## src/rtl/circular_buffer_writer_pkg.sv

```systemverilog
// Shared types and constants for the circular buffer writer.
// The state encoding and the default geometry live here so that the top and
// the lane sub-module agree on word width and buffer shape.
package circular_buffer_writer_pkg;

    localparam int WORD_W = 16;
    localparam int LANES  = 8;
    localparam int SIZE   = 8;

    typedef enum logic [1:0] {
        EMPTY  = 2'd0,
        FILL   = 2'd1,
        LOADED = 2'd2
    } cbw_state_e;

endpackage

```

## src/rtl/circular_buffer_writer_lane_mux.sv

```systemverilog
// One lane of the circular buffer: SIZE words of storage, written one word
// at a time by column and read combinationally by the shared read pointer.
module cbw_lane_mux #(
    parameter int SIZE  = circular_buffer_writer_pkg::SIZE,
    parameter int PTR_W = (SIZE > 1) ? $clog2(SIZE) : 1
) (
    input  logic                                       clk,
    input  logic                                       rst,
    input  logic                                       i_wr_en,
    input  logic [PTR_W-1:0]                           i_wr_col,
    input  logic [circular_buffer_writer_pkg::WORD_W-1:0] i_wr_data,
    input  logic [PTR_W-1:0]                           i_rd_ptr,
    output logic [circular_buffer_writer_pkg::WORD_W-1:0] o_rd_data
);
    import circular_buffer_writer_pkg::*;

    logic [WORD_W-1:0] r_mem [SIZE];

    // Column storage: cleared by reset, otherwise written at the selected column.
    always_ff @(posedge clk or posedge rst) begin
        if (rst) begin
            for (int i = 0; i < SIZE; i++) begin
                r_mem[i] <= '0;
            end
        end else if (i_wr_en) begin
            r_mem[i_wr_col] <= i_wr_data;
        end
    end

    // Zero-latency read of the column under the read pointer.
    assign o_rd_data = r_mem[i_rd_ptr];

endmodule

```

## src/rtl/circular_buffer_writer.sv

```systemverilog
// Circular buffer writer: fills a LANES x SIZE word array in row-major order
// (word n goes to lane n/SIZE, column n%SIZE), then exposes one column of all
// lanes at a time under a read pointer advanced by read_en.
// Optional feature macro: CIRCULAR_BUFFER_WRITER_AUTO_RELEASE_EN -- when
// defined, reading past the last column returns the buffer to EMPTY.
module circular_buffer_writer #(
    parameter int SIZE  = circular_buffer_writer_pkg::SIZE,
    parameter int LANES = circular_buffer_writer_pkg::LANES
) (
    input  logic        clk,
    input  logic        rst,
    input  logic        wr_valid,
    input  logic [15:0] wr_data,
    output logic        wr_ready,
    input  logic        flush,
    input  logic        read_en,
    output logic [15:0] read_data_1,
    output logic [15:0] read_data_2,
    output logic [15:0] read_data_3,
    output logic [15:0] read_data_4,
    output logic [15:0] read_data_5,
    output logic [15:0] read_data_6,
    output logic [15:0] read_data_7,
    output logic [15:0] read_data_8,
    output logic        loaded
);
    import circular_buffer_writer_pkg::*;

    localparam int PTR_W  = (SIZE > 1) ? $clog2(SIZE) : 1;
    localparam int CNT_W  = $clog2(LANES * SIZE);
    localparam int LANE_W = CNT_W - PTR_W;
    localparam logic [CNT_W-1:0] LAST_WORD = CNT_W'(LANES * SIZE - 1);
    localparam logic [PTR_W-1:0] LAST_COL  = PTR_W'(SIZE - 1);

    cbw_state_e         r_state;
    cbw_state_e         w_state_nxt;
    logic [CNT_W-1:0]   r_wr_cnt;
    logic [CNT_W-1:0]   w_wr_cnt_nxt;
    logic [PTR_W-1:0]   r_rd_ptr;
    logic [PTR_W-1:0]   w_rd_ptr_nxt;
    logic               w_accept;
    logic [PTR_W-1:0]   w_wr_col;
    logic [LANE_W-1:0]  w_wr_lane;
    logic [WORD_W-1:0]  w_lane_data [LANES];

    // flush blocks acceptance in the same cycle so it always wins over wr_valid.
    assign wr_ready  = (r_state != LOADED) && !flush;
    assign loaded    = (r_state == LOADED);
    assign w_accept  = wr_valid && wr_ready;
    assign w_wr_col  = r_wr_cnt[PTR_W-1:0];
    assign w_wr_lane = r_wr_cnt[CNT_W-1:PTR_W];

    // Next-state, write-counter and read-pointer decisions.
    always_comb begin
        w_state_nxt  = r_state;
        w_wr_cnt_nxt = r_wr_cnt;
        w_rd_ptr_nxt = r_rd_ptr;
        if (flush) begin
            w_state_nxt  = EMPTY;
            w_wr_cnt_nxt = '0;
            w_rd_ptr_nxt = '0;
        end else begin
            case (r_state)
                EMPTY: begin
                    if (w_accept) begin
                        w_state_nxt  = FILL;
                        w_wr_cnt_nxt = r_wr_cnt + CNT_W'(1);
                    end else begin
                        w_state_nxt  = EMPTY;
                    end
                end
                FILL: begin
                    if (w_accept) begin
                        // The counter wraps to zero on the last word, ready for the next fill.
                        w_wr_cnt_nxt = r_wr_cnt + CNT_W'(1);
                        if (r_wr_cnt == LAST_WORD) begin
                            w_state_nxt = LOADED;
                        end else begin
                            w_state_nxt = FILL;
                        end
                    end else begin
                        w_state_nxt = FILL;
                    end
                end
                LOADED: begin
                    if (read_en) begin
                        if (r_rd_ptr == LAST_COL) begin
                            w_rd_ptr_nxt = '0;
`ifdef CIRCULAR_BUFFER_WRITER_AUTO_RELEASE_EN
                            w_state_nxt  = EMPTY;
                            w_wr_cnt_nxt = '0;
`else
                            w_state_nxt  = LOADED;
`endif
                        end else begin
                            w_rd_ptr_nxt = r_rd_ptr + PTR_W'(1);
                        end
                    end else begin
                        w_rd_ptr_nxt = r_rd_ptr;
                    end
                end
                default: begin
                    w_state_nxt  = EMPTY;
                    w_wr_cnt_nxt = '0;
                    w_rd_ptr_nxt = '0;
                end
            endcase
        end
    end

    // State, write counter and read pointer registers.
    always_ff @(posedge clk or posedge rst) begin
        if (rst) begin
            r_state  <= EMPTY;
            r_wr_cnt <= '0;
            r_rd_ptr <= '0;
        end else begin
            r_state  <= w_state_nxt;
            r_wr_cnt <= w_wr_cnt_nxt;
            r_rd_ptr <= w_rd_ptr_nxt;
        end
    end

    for (genvar l = 0; l < LANES; l++) begin : g_lane
        cbw_lane_mux #(
            .SIZE  (SIZE),
            .PTR_W (PTR_W)
        ) u_lane (
            .clk       (clk),
            .rst       (rst),
            .i_wr_en   (w_accept && (w_wr_lane == LANE_W'(l))),
            .i_wr_col  (w_wr_col),
            .i_wr_data (wr_data),
            .i_rd_ptr  (r_rd_ptr),
            .o_rd_data (w_lane_data[l])
        );
    end

    assign read_data_1 = w_lane_data[0];
    assign read_data_2 = w_lane_data[1];
    assign read_data_3 = w_lane_data[2];
    assign read_data_4 = w_lane_data[3];
    assign read_data_5 = w_lane_data[4];
    assign read_data_6 = w_lane_data[5];
    assign read_data_7 = w_lane_data[6];
    assign read_data_8 = w_lane_data[7];

endmodule

```

## config.mk

```make
export PLATFORM = sky130hd
export DESIGN_NAME = circular_buffer_writer
export DESIGN_NICKNAME = d
export VERILOG_FILES = /design/src/rtl/circular_buffer_writer_pkg.sv /design/src/rtl/circular_buffer_writer_lane_mux.sv /design/src/rtl/circular_buffer_writer.sv
export SDC_FILE = /design/constraint.sdc
export NUM_CORES = 2
export LEC_CHECK = 0
export CAP_MARGIN = 10
export CORE_MARGIN = 1
export CORE_UTILIZATION = 45
export CTS_BUF_LIST = sky130_fd_sc_hd__clkbuf_8 sky130_fd_sc_hd__clkbuf_16
export DETAILED_ROUTE_END_ITERATION = 6
export SETUP_SLACK_MARGIN = 0.4
export SLEW_MARGIN = 20
export SYNTH_ARGS = -nofsm -noshare
export SYNTH_HDL_FRONTEND = slang
export SYNTH_HIERARCHICAL = 1
export SYNTH_SLANG_ARGS = --single-unit
```

## constraint.sdc

```tcl
create_clock -name clk -period 5 [get_ports clk]
set_input_delay 1 -clock clk [delete_from_list [all_inputs] [get_ports clk]]
set_output_delay 1 -clock clk [all_outputs]
set_load 0.005 [all_outputs]
```

== Word level (Yosys, flattened, before mapping) ==
Cells that the tools add are included.

* Bits in registers: 1,035
* Bits of input ports: 21
* Word-level logic and storage cells: 157

* Add/sub/neg operators: 2
* Order comparisons: 3
* Equal/unequal tests: 17
* Multiplexer cells: 48
* Bitwise operators: 2
* Reductions and logical operators: 18

{| class="wikitable"
|+ Operators with widths
! operator !! count
|-
| bitwise mux 128 bit || 8
|-
| binary-select mux 16 bit (select 3 bit) || 8
|-
| 2-to-1 mux 16 bit || 17
|-
| demux 16 bit (select 3 bit) || 1
|-
| == test 3 bit, second input constant || 5
|-
| 2-to-1 mux 6 bit || 2
|-
| case mux 6 bit (2 select lines) || 1
|-
| logical AND 1 bit || 11
|-
| 2-to-1 mux 2 bit || 5
|-
| 2-to-1 mux 3 bit || 3
|-
| >= comparator 4 bit, second input constant || 2
|-
| inverter 3 -> 4 bit || 2
|-
| adder 6 x 1 -> 6 bit, second input constant || 1
|-
| == test 3 x 2 -> 1 bit, second input constant || 2
|-
| == test 6 bit, second input constant || 1
|-
| case mux 2 bit (3 select lines) || 1
|-
| case mux 3 bit (2 select lines) || 1
|-
| AND reduction 2 bit || 3
|-
| less-than comparator 4 x 1 -> 1 bit, second input constant || 1
|-
| inequality test 2 bit, second input constant || 2
|-
| adder 3 x 1 -> 3 bit, second input constant || 1
|-
| == test 3 x 1 -> 1 bit, second input constant || 1
|-
| zero test 3 bit || 1
|-
| inequality test 3 x 1 -> 1 bit, second input constant || 1
|-
| other kinds (9) || 9
|}

== Logic depth before layout (Yosys ltp) ==
* Depth in word-level cells: 6
* Mapped depth: 9

== By module ==
Netlist, hierarchy kept.

{| class="wikitable"
|+ By module, submodules not included
! module !! times used !! cells each !! area each (µm²) !! sequential area each (µm²)
|-
| cbw_lane_mux || 8 || 338 || 6,024.5 || 3,203.1
|-
| circular_buffer_writer || 1 || 77 || 669.4 || 275.3
|}

== Worst setup path after synthesis ==
Ideal clock, no wire load.

* Kind: input-to-reg
* From: input port flush
* To: register g_lane[4].u_lane/r_mem[80] (netlist bit)
* Arrival time: 2.740 ns
* Path slack: 2.135 ns
* Stages: 9
* Buffers on the path: 4
* Cell sequence: clkbuf_1 nor2b_1 nand3_1 nor3_1 buf_4 nor4bb_1 buf_2 buf_6 mux2_2

* Longest elaborated chain between the ends: 4

{| class="wikitable"
|+ Ends and longest elaborated chain
! element !! RTL line !! RTL
|-
| start, declared || circular_buffer_writer.sv:15 || <nowiki>input logic flush,</nowiki>
|-
| zero test 1 bit || circular_buffer_writer.sv:47 || <nowiki>assign wr_ready = (r_state != LOADED) && !flush;</nowiki>
|-
| logical AND 1 bit || circular_buffer_writer.sv:47 ||
|-
| logical AND 1 bit || circular_buffer_writer.sv:49 || <nowiki>assign w_accept = wr_valid && wr_ready;</nowiki>
|-
| logical AND 1 bit || circular_buffer_writer.sv:131 || <nowiki>.i_wr_en (w_accept && (w_wr_lane == LANE_W'(l))),</nowiki>
|-
| end signal, assigned by index || circular_buffer_writer_lane_mux.sv:26 || <nowiki>r_mem[i_wr_col] <= i_wr_data;</nowiki>
|-
| end, declared || circular_buffer_writer_lane_mux.sv:17 || <nowiki>logic [WORD_W-1:0] r_mem [SIZE];</nowiki>
|}

Every way passes these cells.
A chain may end at the register's enable or synchronous reset.

== Worst setup path after layout ==
* From: register r_rd_ptr[2]
* To: output port read_data_8[0]

* Longest elaborated chain between the ends: 4

{| class="wikitable"
|+ Ends and longest elaborated chain
! element !! RTL line !! RTL
|-
| start, declared || circular_buffer_writer.sv:39 || <nowiki>logic [PTR_W-1:0] r_rd_ptr;</nowiki>
|-
| start signal, assigned || circular_buffer_writer.sv:120 || <nowiki>r_rd_ptr <= w_rd_ptr_nxt;</nowiki>
|-
| inverter 3 -> 4 bit (not written as such) || circular_buffer_writer_lane_mux.sv:31 || <nowiki>assign o_rd_data = r_mem[i_rd_ptr];</nowiki>
|-
| binary-select mux 16 bit (select 3 bit) || circular_buffer_writer_lane_mux.sv:31 ||
|-
| 2-to-1 mux 16 bit (not written as such) (2 in a row) || circular_buffer_writer_lane_mux.sv:31 ||
|-
| end, declared || circular_buffer_writer.sv:24 || <nowiki>output logic [15:0] read_data_8,</nowiki>
|}

Every way passes these cells. The select of a mux whose other input is x is not followed.

==> qor.yml <==
cts_sinks: 1035
start_util: 0.455
drive_gt1_frac: 0.513
clkTransAtPathRegs_ps: 60
grt_max_degree: 89
crit_path_start_kind: "register"
clk_latency_ps: 680
cts_tree: "done"
critPathCaptureType: "primary output"
tns_ps: 0
num_vias: 25800
cts_max_level: 3
synth_seq_cells: 1035
drc: 0
final_nets: 2965
critical_path_class: "register to primary output"
cts_buffer_depth: 3
cts_resized: 0
skew_ps: 20.4
grt_pass1_vias: 28600
antenna_found_initial: 4
critPathMaxFanout: 34
wl_mm: 114
syn_avg_cell_area_um2: 17.6
die_area_mm2: 0.110
die_w_um: 332
port_buffers: 150
syn_to_final_growth_pct: 13.3
hold_buffers: 0
drt-wirelength-per-cell_um: 25.8
slew_viol_final: 0
grt_setup_unrepaired: "false"
place.gp.congestion: 0.739
dr.pass1.iters: 4
grt_usage: 0.211
syn_area_mm2: 0.0489
max_slew_margin: 0.263
cap_viol_max_count: 0
yosysWarnings: 6
placedCellCount: 4229
min_period_ps: 4460
nFillCells: 8641
max_freq_mhz: 224
required_ps: 4000
p_leak_uw: 0.0275
post-route-util: 0.516
die_h_um: 332
multi_input_area_mm2: 0.0215
drtIter0Drc: 1316
drtAntennaViolNets: 0
synth_edf_count: 0
peakVddDrop_uv: 265
tightestPinTransition_ps: 1100
finalInstanceArea_mm2: 0.0554
dpl_cell_area_mm2: 0.0516
fin_cells: 4437
overflow: 0
fp-row-count: 120
grt_pass1_wl_mm: 178
synth.distinct_cells: 43
cts_inserted_buffers: 112
syn-num-nets: 2805
vias_per_cell: 5.81
core_region_area_mm2: 0.107
worst_hold_slack_ps: 494
hpwl_mm: 67.4
regArea_mm2: 0.0259
p_per_area_mw_per_mm2: 324
crit_arrival_ps: 3460
holdCritPathClass: "register to register"
synth-main-ff-cell: "dfrtp_1"
ios: 151
cts_setup_buffers: 0
cts_root_buf: "clkbuf_16"
syn_inst: 2781
synth.yosys.seq_area_share: 0.530
ys_async_sr_fraction: 1.00
finalHoldViolCount: 0
status: "completed"
finalSetupViolCount: 0
finalCritPeriodShare: 0.892
[logic make-up (layout without fill, tap and decap cells)]
group | count (synthesis) | count (layout) | share of synthesized area
DFF | 1035 | 1035 | 0.530
buffers and inverters | 213 | 465 | 0.0373
xor gates and xnor gates | 2 | 2 | 0.000359
adders and majority gates | 3 | 3 | 0.000768
muxes | 1409 | 1409 | 0.407
AOI/OAI and AO/OA | 18 | 18 | 0.00246
and+or+nand+nor | 101 | 101 | 0.0221
other | 0 | 1 | 0
[registers in the layout, indices dropped and copies added, names as in the netlist]
register / flops
r_wr_cnt: 6
r_state: 2
r_rd_ptr: 3
g_lane.u_lane/r_mem: 1024
[cells in the final DEF, fill, tap and decap left out, types with 6 or more instances in the layout]
| cell | synthesis | routed |
|---|---|---|
| clkbuf_16 | 0 | 117 |
| mux2_4 | 80 | 80 |
| nand4b_2 | 24 | 24 |
| nand4_2 | 8 | 8 |
| mux4_1 | 224 | 224 |
| dfrtp_4 | 0 | 6 |
| dfrtp_1 | 1035 | 1029 |
| mux2_2 | 1072 | 1072 |
| nor4b_4 | 8 | 8 |
| nor2_1 | 11 | 11 |
| nor4bb_4 | 0 | 24 |
| inv_1 | 10 | 30 |
| buf_12 | 16 | 15 |
| clkbuf_8 | 0 | 28 |
| mux4_2 | 32 | 32 |
| buf_4 | 24 | 83 |
| clkdlybuf4s50_1 | 0 | 134 |
| inv_4 | 0 | 8 |
| clkinv_2 | 0 | 22 |
| buf_2 | 73 | 16 |
| bufinv_16 | 0 | 7 |
[through the flow]
| stage | total power, uW | worst slack [ps] |
|---|---|---|
| after detailed placement | 9820 | 917 |
| after CTS | 18200 | 460 |
| after floorplan | 9360 | 587 |
| final | 17900 | 538 |
| after global routing | 18700 | 426 |
| after global placement | 9760 | 999 |
[final cells by class]
type | count | area share
flip-flops and latches | 1035 | 0.468
multi-input cells | 1533 | 0.388
clock buffers | 145 | 0.0598
repair buffers | 249 | 0.0428
well taps | 1403 | 0.0317
clock inverters | 61 | 0.00827
inverters | 10 | 0.00104
diodes | 1 | 0.0000452
[where the power goes]
part	switching, uW	internal [uW]
combinational	505	436
sequential	136	8580
clock	3310	4970
[path summary, 6_finish.rpt]
check                      slack (ps)                           to  cells past startpoint                  startpoint
setup / recovery                  540               read_data_8[0]                      4                 r_rd_ptr[2]
hold / removal                    490   g_lane[1].u_lane/r_mem[23]                      1  g_lane[1].u_lane/r_mem[23]
setup reg to reg                 1940   g_lane[1].u_lane/r_mem[67]                      3                 r_wr_cnt[0]
hold reg to reg                   490   g_lane[1].u_lane/r_mem[23]                      1  g_lane[1].u_lane/r_mem[23]
max in group asynchronous        2860    g_lane[3].u_lane/r_mem[3]                      4                         rst
min in group asynchronous         930  g_lane[7].u_lane/r_mem[125]                      3                         rst
[synth_stat cells, drive strengths merged, types with 2 or more instances]
cell type  number  area share
mux2         1152        0.27
dfrtp        1035        0.53
mux4          256        0.14
buf           193       0.036
nand4b         24      0.0074
nor4bb         24      0.0049
nor2           11     0.00084
clkbuf         10     0.00097
inv            10     0.00077
nand4           8      0.0020
nor4b           8      0.0039
nand2           5     0.00044
nand3           5     0.00051
a21oi           4     0.00041
nand2b          4     0.00051
ha              3     0.00077
nor2b           3     0.00038
nor3            3     0.00031
o21ai           3     0.00031
o31ai           3     0.00046
a31oi           2     0.00026
nand3b          2     0.00031
or3             2     0.00026
[per-layer routing]
metal | track usage | share of wire | wire [um]
met5 | 0 | 0.00022 | 25
met4 | 0.0609 | 0.023 | 2600
met3 | 0.0303 | 0.036 | 4060
met2 | 0.353 | 0.50 | 56700
met1 | 0.287 | 0.45 | 50900
[critical path: stages (launching register included)]
cell	delay [ps]
dfrtp_4	860
buf_4	460
mux4_1	650
mux2_2	320
clkdlybuf4s50_1	460
Note: power is estimated with default switching activity, not from simulation.
